==> src/rtl/alu_seq_pkg.sv <==
// Shared opcodes, enums and the carry/shift-in selection helper for the
// sequential ALU execute stage.
package alu_seq_pkg;

  localparam logic [4:0] OP_ADR = 5'b00001;
  localparam logic [4:0] OP_SBR = 5'b00101;
  localparam logic [4:0] OP_MLR = 5'b01001;
  localparam logic [4:0] OP_XSL = 5'b01010;
  localparam logic [4:0] OP_XSR = 5'b01011;

  typedef enum logic [1:0] {
    CM_ZERO = 2'b00,
    CM_ONE  = 2'b01,
    CM_FLAG = 2'b10,
    CM_MSB  = 2'b11
  } carry_mode_e;

  typedef enum logic [1:0] {
    S_IDLE = 2'b00,
    S_EXEC = 2'b01,
    S_DONE = 2'b10
  } state_e;

  typedef enum logic [1:0] {
    IT_MUL = 2'b00,
    IT_SHL = 2'b01,
    IT_SHR = 2'b10
  } iter_op_e;

  // Add carry-in and shift-in bit; subtract uses the inverse of this.
  function automatic logic mode_bit(input carry_mode_e mode, input logic flag, input logic msb);
    logic b;
    case (mode)
      CM_ZERO: b = 1'b0;
      CM_ONE:  b = 1'b1;
      CM_FLAG: b = flag;
      CM_MSB:  b = msb;
      default: b = 1'b0;
    endcase
    return b;
  endfunction

endpackage

==> src/rtl/alu_seq_exec_if.sv <==
// Instruction/operand request and result response bundle between operand
// fetch, the execute stage and writeback.
interface alu_seq_exec_if #(
  parameter int DATA_W = 16
) ();

  logic              in_valid;
  logic              in_ready;
  logic [15:0]       instr;
  logic [DATA_W-1:0] rn;
  logic [DATA_W-1:0] rm;
  logic              out_valid;
  logic              out_ready;
  logic [DATA_W-1:0] result;
  logic              cout;
  logic              illegal;
  logic              carry;

  modport master (
    output in_valid, instr, rn, rm, out_ready,
    input  in_ready, out_valid, result, cout, illegal, carry
  );

  modport slave (
    input  in_valid, instr, rn, rm, out_ready,
    output in_ready, out_valid, result, cout, illegal, carry
  );

endinterface

==> src/rtl/alu_seq_iter.sv <==
// Iterative datapath: shift-add multiplier and one-bit-per-cycle shifter
// sharing one accumulator pair and a down-counter.
module alu_seq_iter
  import alu_seq_pkg::*;
#(
  parameter int DATA_W = 16,
  parameter int CNT_W  = $clog2(DATA_W + 1)
) (
  input  logic              clk_i,
  input  logic              rst_i,
  input  logic              start_i,
  input  iter_op_e          op_i,
  input  logic [DATA_W-1:0] rn_i,
  input  logic [DATA_W-1:0] rm_i,
  input  logic [CNT_W-1:0]  cnt_i,
  input  logic              sin_i,
  output logic              last_o,
  output logic [DATA_W-1:0] res_o,
  output logic              cout_o
);

  iter_op_e          op_q;
  logic              busy_q;
  logic              sin_q;
  logic [CNT_W-1:0]  cnt_q;
  logic [DATA_W-1:0] hi_q;
  logic [DATA_W-1:0] lo_q;
  logic [DATA_W-1:0] mcand_q;

  logic [DATA_W:0]   sum_d;
  logic [DATA_W-1:0] hi_d;
  logic [DATA_W-1:0] lo_d;
  logic              cout_d;

  // One step of the selected operation; lo holds multiplier or shift source.
  always_comb begin
    sum_d  = {1'b0, hi_q} + (lo_q[0] ? {1'b0, mcand_q} : {(DATA_W + 1){1'b0}});
    hi_d   = hi_q;
    lo_d   = lo_q;
    cout_d = 1'b0;
    case (op_q)
      IT_MUL: begin
        hi_d   = sum_d[DATA_W:1];
        lo_d   = {sum_d[0], lo_q[DATA_W-1:1]};
        cout_d = |sum_d[DATA_W:1];
      end
      IT_SHL: begin
        lo_d   = {lo_q[DATA_W-2:0], sin_q};
        cout_d = lo_q[DATA_W-1];
      end
      IT_SHR: begin
        lo_d   = {sin_q, lo_q[DATA_W-1:1]};
        cout_d = lo_q[0];
      end
      default: begin
        cout_d = 1'b0;
      end
    endcase
  end

  // Outputs are the post-step values so the owner can capture on the last edge.
  assign last_o = busy_q && (cnt_q == CNT_W'(1));
  assign res_o  = lo_d;
  assign cout_o = cout_d;

  // Load on start, then step and count down until the final iteration.
  always_ff @(posedge clk_i) begin
    if (rst_i) begin
      op_q    <= IT_MUL;
      busy_q  <= 1'b0;
      sin_q   <= 1'b0;
      cnt_q   <= {CNT_W{1'b0}};
      hi_q    <= {DATA_W{1'b0}};
      lo_q    <= {DATA_W{1'b0}};
      mcand_q <= {DATA_W{1'b0}};
    end else if (start_i) begin
      op_q    <= op_i;
      busy_q  <= 1'b1;
      sin_q   <= sin_i;
      cnt_q   <= cnt_i;
      hi_q    <= {DATA_W{1'b0}};
      lo_q    <= rm_i;
      mcand_q <= rn_i;
    end else if (busy_q) begin
      hi_q   <= hi_d;
      lo_q   <= lo_d;
      cnt_q  <= cnt_q - CNT_W'(1);
      busy_q <= (cnt_q != CNT_W'(1));
    end else begin
      busy_q <= 1'b0;
    end
  end

endmodule

==> src/rtl/alu_seq_exec.sv <==
// Multi-cycle ALU execute stage: decode, single-cycle add/sub, control FSM,
// handshakes and the architectural CARRY flag.
module alu_seq_exec
  import alu_seq_pkg::*;
#(
  parameter int DATA_W = 16,
  parameter int CNT_W  = $clog2(DATA_W + 1)
) (
  input logic           clk_i,
  input logic           rst_i,
  alu_seq_exec_if.slave bus
);

  state_e            state_q;
  logic [4:0]        opc_q;
  carry_mode_e       mode_q;
  logic [CNT_W-1:0]  sn_q;
  logic [DATA_W-1:0] rn_q;
  logic [DATA_W-1:0] rm_q;
  logic [DATA_W-1:0] result_q;
  logic              cout_q;
  logic              illegal_q;
  logic              out_valid_q;
  logic              carry_q;
  logic              upd_q;

  logic [4:0]        opc_in_d;
  carry_mode_e       mode_in_d;
  logic [CNT_W-1:0]  sn_in_d;
  logic [CNT_W-1:0]  it_cnt_d;
  logic              accept_d;
  logic              it_start_d;
  iter_op_e          it_op_d;
  logic              it_sin_d;
  logic [DATA_W-1:0] opb_d;
  logic              cin_d;
  logic [DATA_W:0]   sum_d;

  logic              it_last;
  logic [DATA_W-1:0] it_res;
  logic              it_cout;
  logic              unused_instr;

  assign unused_instr  = ^{bus.instr[10], bus.instr[3:0]};
  assign bus.in_ready  = (state_q == S_IDLE) && !rst_i;
  assign bus.out_valid = out_valid_q;
  assign bus.result    = result_q;
  assign bus.cout      = cout_q;
  assign bus.illegal   = illegal_q;
  assign bus.carry     = carry_q;

  // Decode of the incoming word and iterator launch on accept.
  always_comb begin
    opc_in_d  = bus.instr[15:11];
    mode_in_d = carry_mode_e'(bus.instr[9:8]);
    if (int'(bus.instr[7:4]) > DATA_W - 1) begin
      sn_in_d = CNT_W'(DATA_W - 1);
    end else begin
      sn_in_d = CNT_W'(bus.instr[7:4]);
    end
    accept_d   = bus.in_valid && bus.in_ready;
    it_sin_d   = mode_bit(mode_in_d, carry_q, bus.rm[DATA_W-1]);
    it_op_d    = IT_MUL;
    it_cnt_d   = sn_in_d;
    it_start_d = 1'b0;
    case (opc_in_d)
      OP_MLR: begin
        it_op_d    = IT_MUL;
        it_cnt_d   = CNT_W'(DATA_W);
        it_start_d = accept_d;
      end
      OP_XSL: begin
        it_op_d    = IT_SHL;
        it_start_d = accept_d && (sn_in_d != {CNT_W{1'b0}});
      end
      OP_XSR: begin
        it_op_d    = IT_SHR;
        it_start_d = accept_d && (sn_in_d != {CNT_W{1'b0}});
      end
      default: begin
        it_start_d = 1'b0;
      end
    endcase
  end

  // Single-cycle add/subtract on the captured operands.
  always_comb begin
    if (opc_q == OP_SBR) begin
      opb_d = ~rm_q;
      cin_d = ~mode_bit(mode_q, carry_q, rm_q[DATA_W-1]);
    end else begin
      opb_d = rm_q;
      cin_d = mode_bit(mode_q, carry_q, rm_q[DATA_W-1]);
    end
    sum_d = {1'b0, rn_q} + {1'b0, opb_d} + {{DATA_W{1'b0}}, cin_d};
  end

  alu_seq_iter #(
    .DATA_W (DATA_W),
    .CNT_W  (CNT_W)
  ) u_iter (
    .clk_i   (clk_i),
    .rst_i   (rst_i),
    .start_i (it_start_d),
    .op_i    (it_op_d),
    .rn_i    (bus.rn),
    .rm_i    (bus.rm),
    .cnt_i   (it_cnt_d),
    .sin_i   (it_sin_d),
    .last_o  (it_last),
    .res_o   (it_res),
    .cout_o  (it_cout)
  );

  // Control FSM with registered result; CARRY commits only on result handshake.
  always_ff @(posedge clk_i) begin
    if (rst_i) begin
      state_q     <= S_IDLE;
      opc_q       <= 5'b00000;
      mode_q      <= CM_ZERO;
      sn_q        <= {CNT_W{1'b0}};
      rn_q        <= {DATA_W{1'b0}};
      rm_q        <= {DATA_W{1'b0}};
      result_q    <= {DATA_W{1'b0}};
      cout_q      <= 1'b0;
      illegal_q   <= 1'b0;
      out_valid_q <= 1'b0;
      carry_q     <= 1'b0;
      upd_q       <= 1'b0;
    end else begin
      case (state_q)
        S_IDLE: begin
          if (accept_d) begin
            opc_q   <= opc_in_d;
            mode_q  <= mode_in_d;
            sn_q    <= sn_in_d;
            rn_q    <= bus.rn;
            rm_q    <= bus.rm;
            state_q <= S_EXEC;
          end else begin
            state_q <= S_IDLE;
          end
        end
        S_EXEC: begin
          case (opc_q)
            OP_ADR, OP_SBR: begin
              result_q    <= sum_d[DATA_W-1:0];
              cout_q      <= sum_d[DATA_W];
              illegal_q   <= 1'b0;
              upd_q       <= 1'b1;
              out_valid_q <= 1'b1;
              state_q     <= S_DONE;
            end
            OP_MLR, OP_XSL, OP_XSR: begin
              // A zero-distance shift passes RM through and leaves CARRY alone.
              if ((opc_q != OP_MLR) && (sn_q == {CNT_W{1'b0}})) begin
                result_q    <= rm_q;
                cout_q      <= 1'b0;
                illegal_q   <= 1'b0;
                upd_q       <= 1'b0;
                out_valid_q <= 1'b1;
                state_q     <= S_DONE;
              end else if (it_last) begin
                result_q    <= it_res;
                cout_q      <= it_cout;
                illegal_q   <= 1'b0;
                upd_q       <= 1'b1;
                out_valid_q <= 1'b1;
                state_q     <= S_DONE;
              end else begin
                state_q <= S_EXEC;
              end
            end
            default: begin
              result_q    <= {DATA_W{1'b0}};
              cout_q      <= 1'b0;
              illegal_q   <= 1'b1;
              upd_q       <= 1'b0;
              out_valid_q <= 1'b1;
              state_q     <= S_DONE;
            end
          endcase
        end
        S_DONE: begin
          if (bus.out_ready) begin
            out_valid_q <= 1'b0;
            state_q     <= S_IDLE;
            if (upd_q) begin
              carry_q <= cout_q;
            end else begin
              carry_q <= carry_q;
            end
          end else begin
            state_q <= S_DONE;
          end
        end
        default: begin
          state_q <= S_IDLE;
        end
      endcase
    end
  end

endmodule

==> src/flat_wrapper.sv <==
// flat-port wrapper written by rule: the top's interface ports become plain ports
module alu_seq_exec_flat import alu_seq_pkg::*;
#(
  parameter int DATA_W = 16,
  parameter int CNT_W  = $clog2(DATA_W + 1)
)
  (clk_i, rst_i, bus_in_valid, bus_instr, bus_rn, bus_rm, bus_out_ready, bus_in_ready, bus_out_valid, bus_result, bus_cout, bus_illegal, bus_carry);
  alu_seq_exec_if #(.DATA_W(DATA_W)) bus_i ();
  input logic clk_i;
  input logic rst_i;
  input wire logic [$bits(bus_i.in_valid)-1:0] bus_in_valid;
  input wire logic [$bits(bus_i.instr)-1:0] bus_instr;
  input wire logic [$bits(bus_i.rn)-1:0] bus_rn;
  input wire logic [$bits(bus_i.rm)-1:0] bus_rm;
  input wire logic [$bits(bus_i.out_ready)-1:0] bus_out_ready;
  output wire logic [$bits(bus_i.in_ready)-1:0] bus_in_ready;
  output wire logic [$bits(bus_i.out_valid)-1:0] bus_out_valid;
  output wire logic [$bits(bus_i.result)-1:0] bus_result;
  output wire logic [$bits(bus_i.cout)-1:0] bus_cout;
  output wire logic [$bits(bus_i.illegal)-1:0] bus_illegal;
  output wire logic [$bits(bus_i.carry)-1:0] bus_carry;
  assign bus_i.in_valid = bus_in_valid;
  assign bus_i.instr = bus_instr;
  assign bus_i.rn = bus_rn;
  assign bus_i.rm = bus_rm;
  assign bus_i.out_ready = bus_out_ready;
  assign bus_in_ready = bus_i.in_ready;
  assign bus_out_valid = bus_i.out_valid;
  assign bus_result = bus_i.result;
  assign bus_cout = bus_i.cout;
  assign bus_illegal = bus_i.illegal;
  assign bus_carry = bus_i.carry;
  alu_seq_exec #(.DATA_W(DATA_W), .CNT_W(CNT_W)) u_core (.clk_i(clk_i), .rst_i(rst_i), .bus(bus_i));
endmodule
==> config.mk <==
export PLATFORM = sky130hd
export DESIGN_NAME = alu_seq_exec_flat
export DESIGN_NICKNAME = d
export VERILOG_FILES = /design/src/rtl/alu_seq_pkg.sv /design/src/rtl/alu_seq_exec_if.sv /design/src/rtl/alu_seq_iter.sv /design/src/rtl/alu_seq_exec.sv /design/src/flat_wrapper.sv
export SDC_FILE = /design/constraint.sdc
export NUM_CORES = 1
export LEC_CHECK = 0
export ABC_AREA = 1
export BUFFER_PORTS_ARGS = -buffer_cell sky130_fd_sc_hd__buf_2
export CAP_MARGIN = 20
export CORE_MARGIN = 4
export CORE_UTILIZATION = 55
export CTS_BUF_LIST = sky130_fd_sc_hd__clkbuf_2 sky130_fd_sc_hd__clkbuf_4 sky130_fd_sc_hd__clkbuf_8
export DETAILED_ROUTE_END_ITERATION = 12
export GPL_TIMING_DRIVEN = 0
export PLACE_DENSITY_LB_ADDON = 0.05
export SLEW_MARGIN = 20
export SYNTH_ARGS = -nofsm -noshare
export SYNTH_HDL_FRONTEND = slang
export SYNTH_SLANG_ARGS = --single-unit
==> constraint.sdc <==
create_clock -name clk_i -period 6.5 [get_ports clk_i]
set_input_delay 0.325 -clock clk_i [delete_from_list [all_inputs] [get_ports clk_i]]
set_output_delay 0.325 -clock clk_i [all_outputs]
set_load 0.01 [all_outputs]
==> metrics.yaml <==
status: "finished clean"
fin_nets: 1294
async_flop_share_pct: 0
design.core.area_sq_um: 13300
rows: 42
crit_end: "u_core.bus.result[10]"
drv_slew: 0
clock.fmax_ghz: 0.261
dpl_worst_slack_ps: 2730
die_h_um: 125
via_count: 7608
wire_per_inst_um: 16.4
cts_buffers: 17
reg2regPathDepth: 18
end_kind: "register"
timing.final.ws_setup_ps: 2670
drc_errors: 0
ir_drop_uv: 119
ys_warn_count: 0
grt_max_degree: 17
gr-total-overflow: 0
synthTopCellsByArea: "dfxtp_1 (33%), nand2_1 (14%), inv_1 (7.7%)"
hold_path_class: "in2reg"
worstPathRequired_ps: 6890
period_needed_ps: 3830
multiInputGateArea_sq_um: 4230
grt_usage_pct: 28.9
ys_ff_latch: 123
dieArea_sq_um: 15600
fin_crit_sh_pct: 59.0
n_antenna_cell: 0
avgViaCountPerCell: 5.47
start_util_pct: 56.5
hpwl_um: 17900
clk_path_buf_depth: 2
grt_pass1_vias: 7017
dr.first_iter.drc_count: 710
max_cap_violations: 0
wl_um: 22800
cts_root_buffer: "clkbuf_8"
drive_gt1_share_pct: 12.6
start_kind: "register"
reg2reg_slack_ps: 2670
grt_setup_unrepaired: "no"
yosysTopAreaCell: "dfxtp_1"
crit_arrival_ps: 4220
synth_nets: 1209
port_buffers: 66
clkSinkCount: 123
p_leak_nw: 4.15
hold_viol: 0
die_w_um: 125
layout_commonest_cell: "nand2_1"
pin_count: 73
cts.clk_slew.worst_paths_ps: 80
gp_congestion: 0.976
netlist_instances: 1117
drtPass1Iterations: 6
mostFrequentLayoutCells: "nand2_1 (287), inv_1 (154), dfxtp_1 (123)"
yosysSeqAreaShare_pct: 32.7
syn_area_sq_um: 7540
powerDensity_nw_per_um2: 221
avgSynthCellArea_sq_um: 6.75
holdBufCountCts: 0
regArea_sq_um: 2460
synth_flop_cell: "dfxtp_1"
slew_headroom_pct: 55.5
yosysUniqueCellTypes: 51
antenna_left: 0
worstMarginPinSlew_ps: 668
synth_top_area_share_pct: 32.7
synth-edff-count: 0
r2r-start: "u_core.opc_q[0]"
reg2reg_to: "u_core.bus.result[10]"
finalSetupViolations: 0
post-cts-setup-buffers: 0
clock_latency_ps: 460
ctsHtreeMaxLevel: 4
crit_fanout: 8
tns_ps: 0
nFillCells: 1319
tritoncts: "done"
antenna_found_initial: 0
cts_resized: 0
crit_start: "u_core.opc_q[0]"
path_class: "reg2reg"
finalClockSkew_ps: 13.8
grt_pass1_wl_um: 36200
syn2layout_area_growth_pct: 13.5
## how the worst min path moves through the flow
| stage | to | cells past startpoint | from | slack (ps) |
|---|---|---|---|---|
| global placement | u_core.bus.result[10] | 2 | u_core.bus.result[10] | 450 |
| floorplan | u_core.u_iter.mcand_q[15] | 2 | u_core.u_iter.mcand_q[15] | 430 |
| detailed placement | u_core.bus.result[8] | 2 | u_core.bus.result[8] | 450 |
| CTS | u_core.rn_q[0] | 3 | bus_rn[0] | 60 |
| finish | u_core.rn_q[0] | 3 | bus_rn[0] | 80 |
| global route | u_core.rn_q[0] | 3 | bus_rn[0] | 80 |
## synth_stat cells, types with 3 or more instances
library cell	count
nand3_1	76
nand3b_1	3
o221ai_1	7
inv_1	154
buf_4	3
a31oi_1	7
a22o_1	15
buf_6	4
a21oi_1	94
xor2_1	18
o22ai_1	11
o21ai_1	4
fa_1	3
nand2_1	287
or2_2	6
nor2_1	63
buf_1	4
nor2_2	4
nand2_2	4
inv_2	9
o21ai_0	86
ha_1	37
nand4_1	6
a22oi_2	4
buf_2	9
a211oi_1	7
xnor2_1	3
dfxtp_1	123
nor3_1	5
clkbuf_1	24
o211ai_1	13
## final cells by class
cell class                      count  share of cell area [%]
Timing Repair Buffer               66                    3.86
Tap cell                          176                    2.57
Clock buffer                       19                    2.98
Buffer                             45                    2.72
Clock inverter                     13                    2.51
Sequential cell                   123                    28.8
Inverter                          164                    7.19
Multi-Input combinational cell    785                    49.4
## critical path: stages, from the launching register on
cell and delay [ps]:
dfxtp_1 330, inv_1 50, nor2_1 120, nand2_1 70
nor2_1 370, nand2_1 410, xor2_1 270, fa_1 510
fa_1 450, nand3_1 90, nand2_1 140, a21oi_1 250
inv_1 70, a31oi_1 170, or2_2 140, nand3_1 80
nand2_1 90, nand2_1 50, a21oi_1 110
## stage by stage
step                      hold WS [ps]  utilization [%]  power (W)  area (sq um)  cells
after detailed placement           454             60.6    0.00109          8090   1359
after global placement             449             60.6    0.00109          8090   1359
final                             82.7             64.1    0.00189          8560   1391
after floorplan                    428                -   0.000993          7540   1117
after CTS                         62.2             64.1    0.00189          8560   1391
after global routing              80.5             64.1    0.00197          8560   1391
## logic make-up after synthesis
kind of cell	Yosys count	share of synthesized area (%)
adders and majority gates	40	6.94
xor gates and xnor gates	21	2.44
DFF	123	32.7
and+or+nand+nor	463	26.1
AOI/OAI and AO/OA	261	20.6
buffers and inverters	209	11.3
## registers in the layout (all words and copies together) (netlist names), 4 cells and up
name,count
u_core.u_iter.mcand_q,16
u_core.rm_q,16
u_core.u_iter.cnt_q,5
u_core.rn_q,16
u_core.u_iter.lo_q,16
u_core.sn_q,4
u_core.u_iter.hi_q,16
u_core.bus.result,16
u_core.opc_q,5
## report_power, final
part           internal (W)  switching [W]  total, W
logic             0.0000906       0.000184  0.000274
registers          0.000784      0.0000195  0.000803
clock network      0.000474       0.000338  0.000812
## per-layer routing
| layer | vias up | wire length (um) | track usage [%] |
|---|---|---|---|
| li1 | 3842 | - | - |
| met2 | 278 | 9890 | 44.1 |
| met1 | 3428 | 10200 | 39.5 |
| met3 | 60 | 1920 | 6.61 |
| met5 | - | 0 | 0 |
| met4 | 0 | 798 | 12.2 |
No activity file was read; power rests on OpenSTA's default activity.
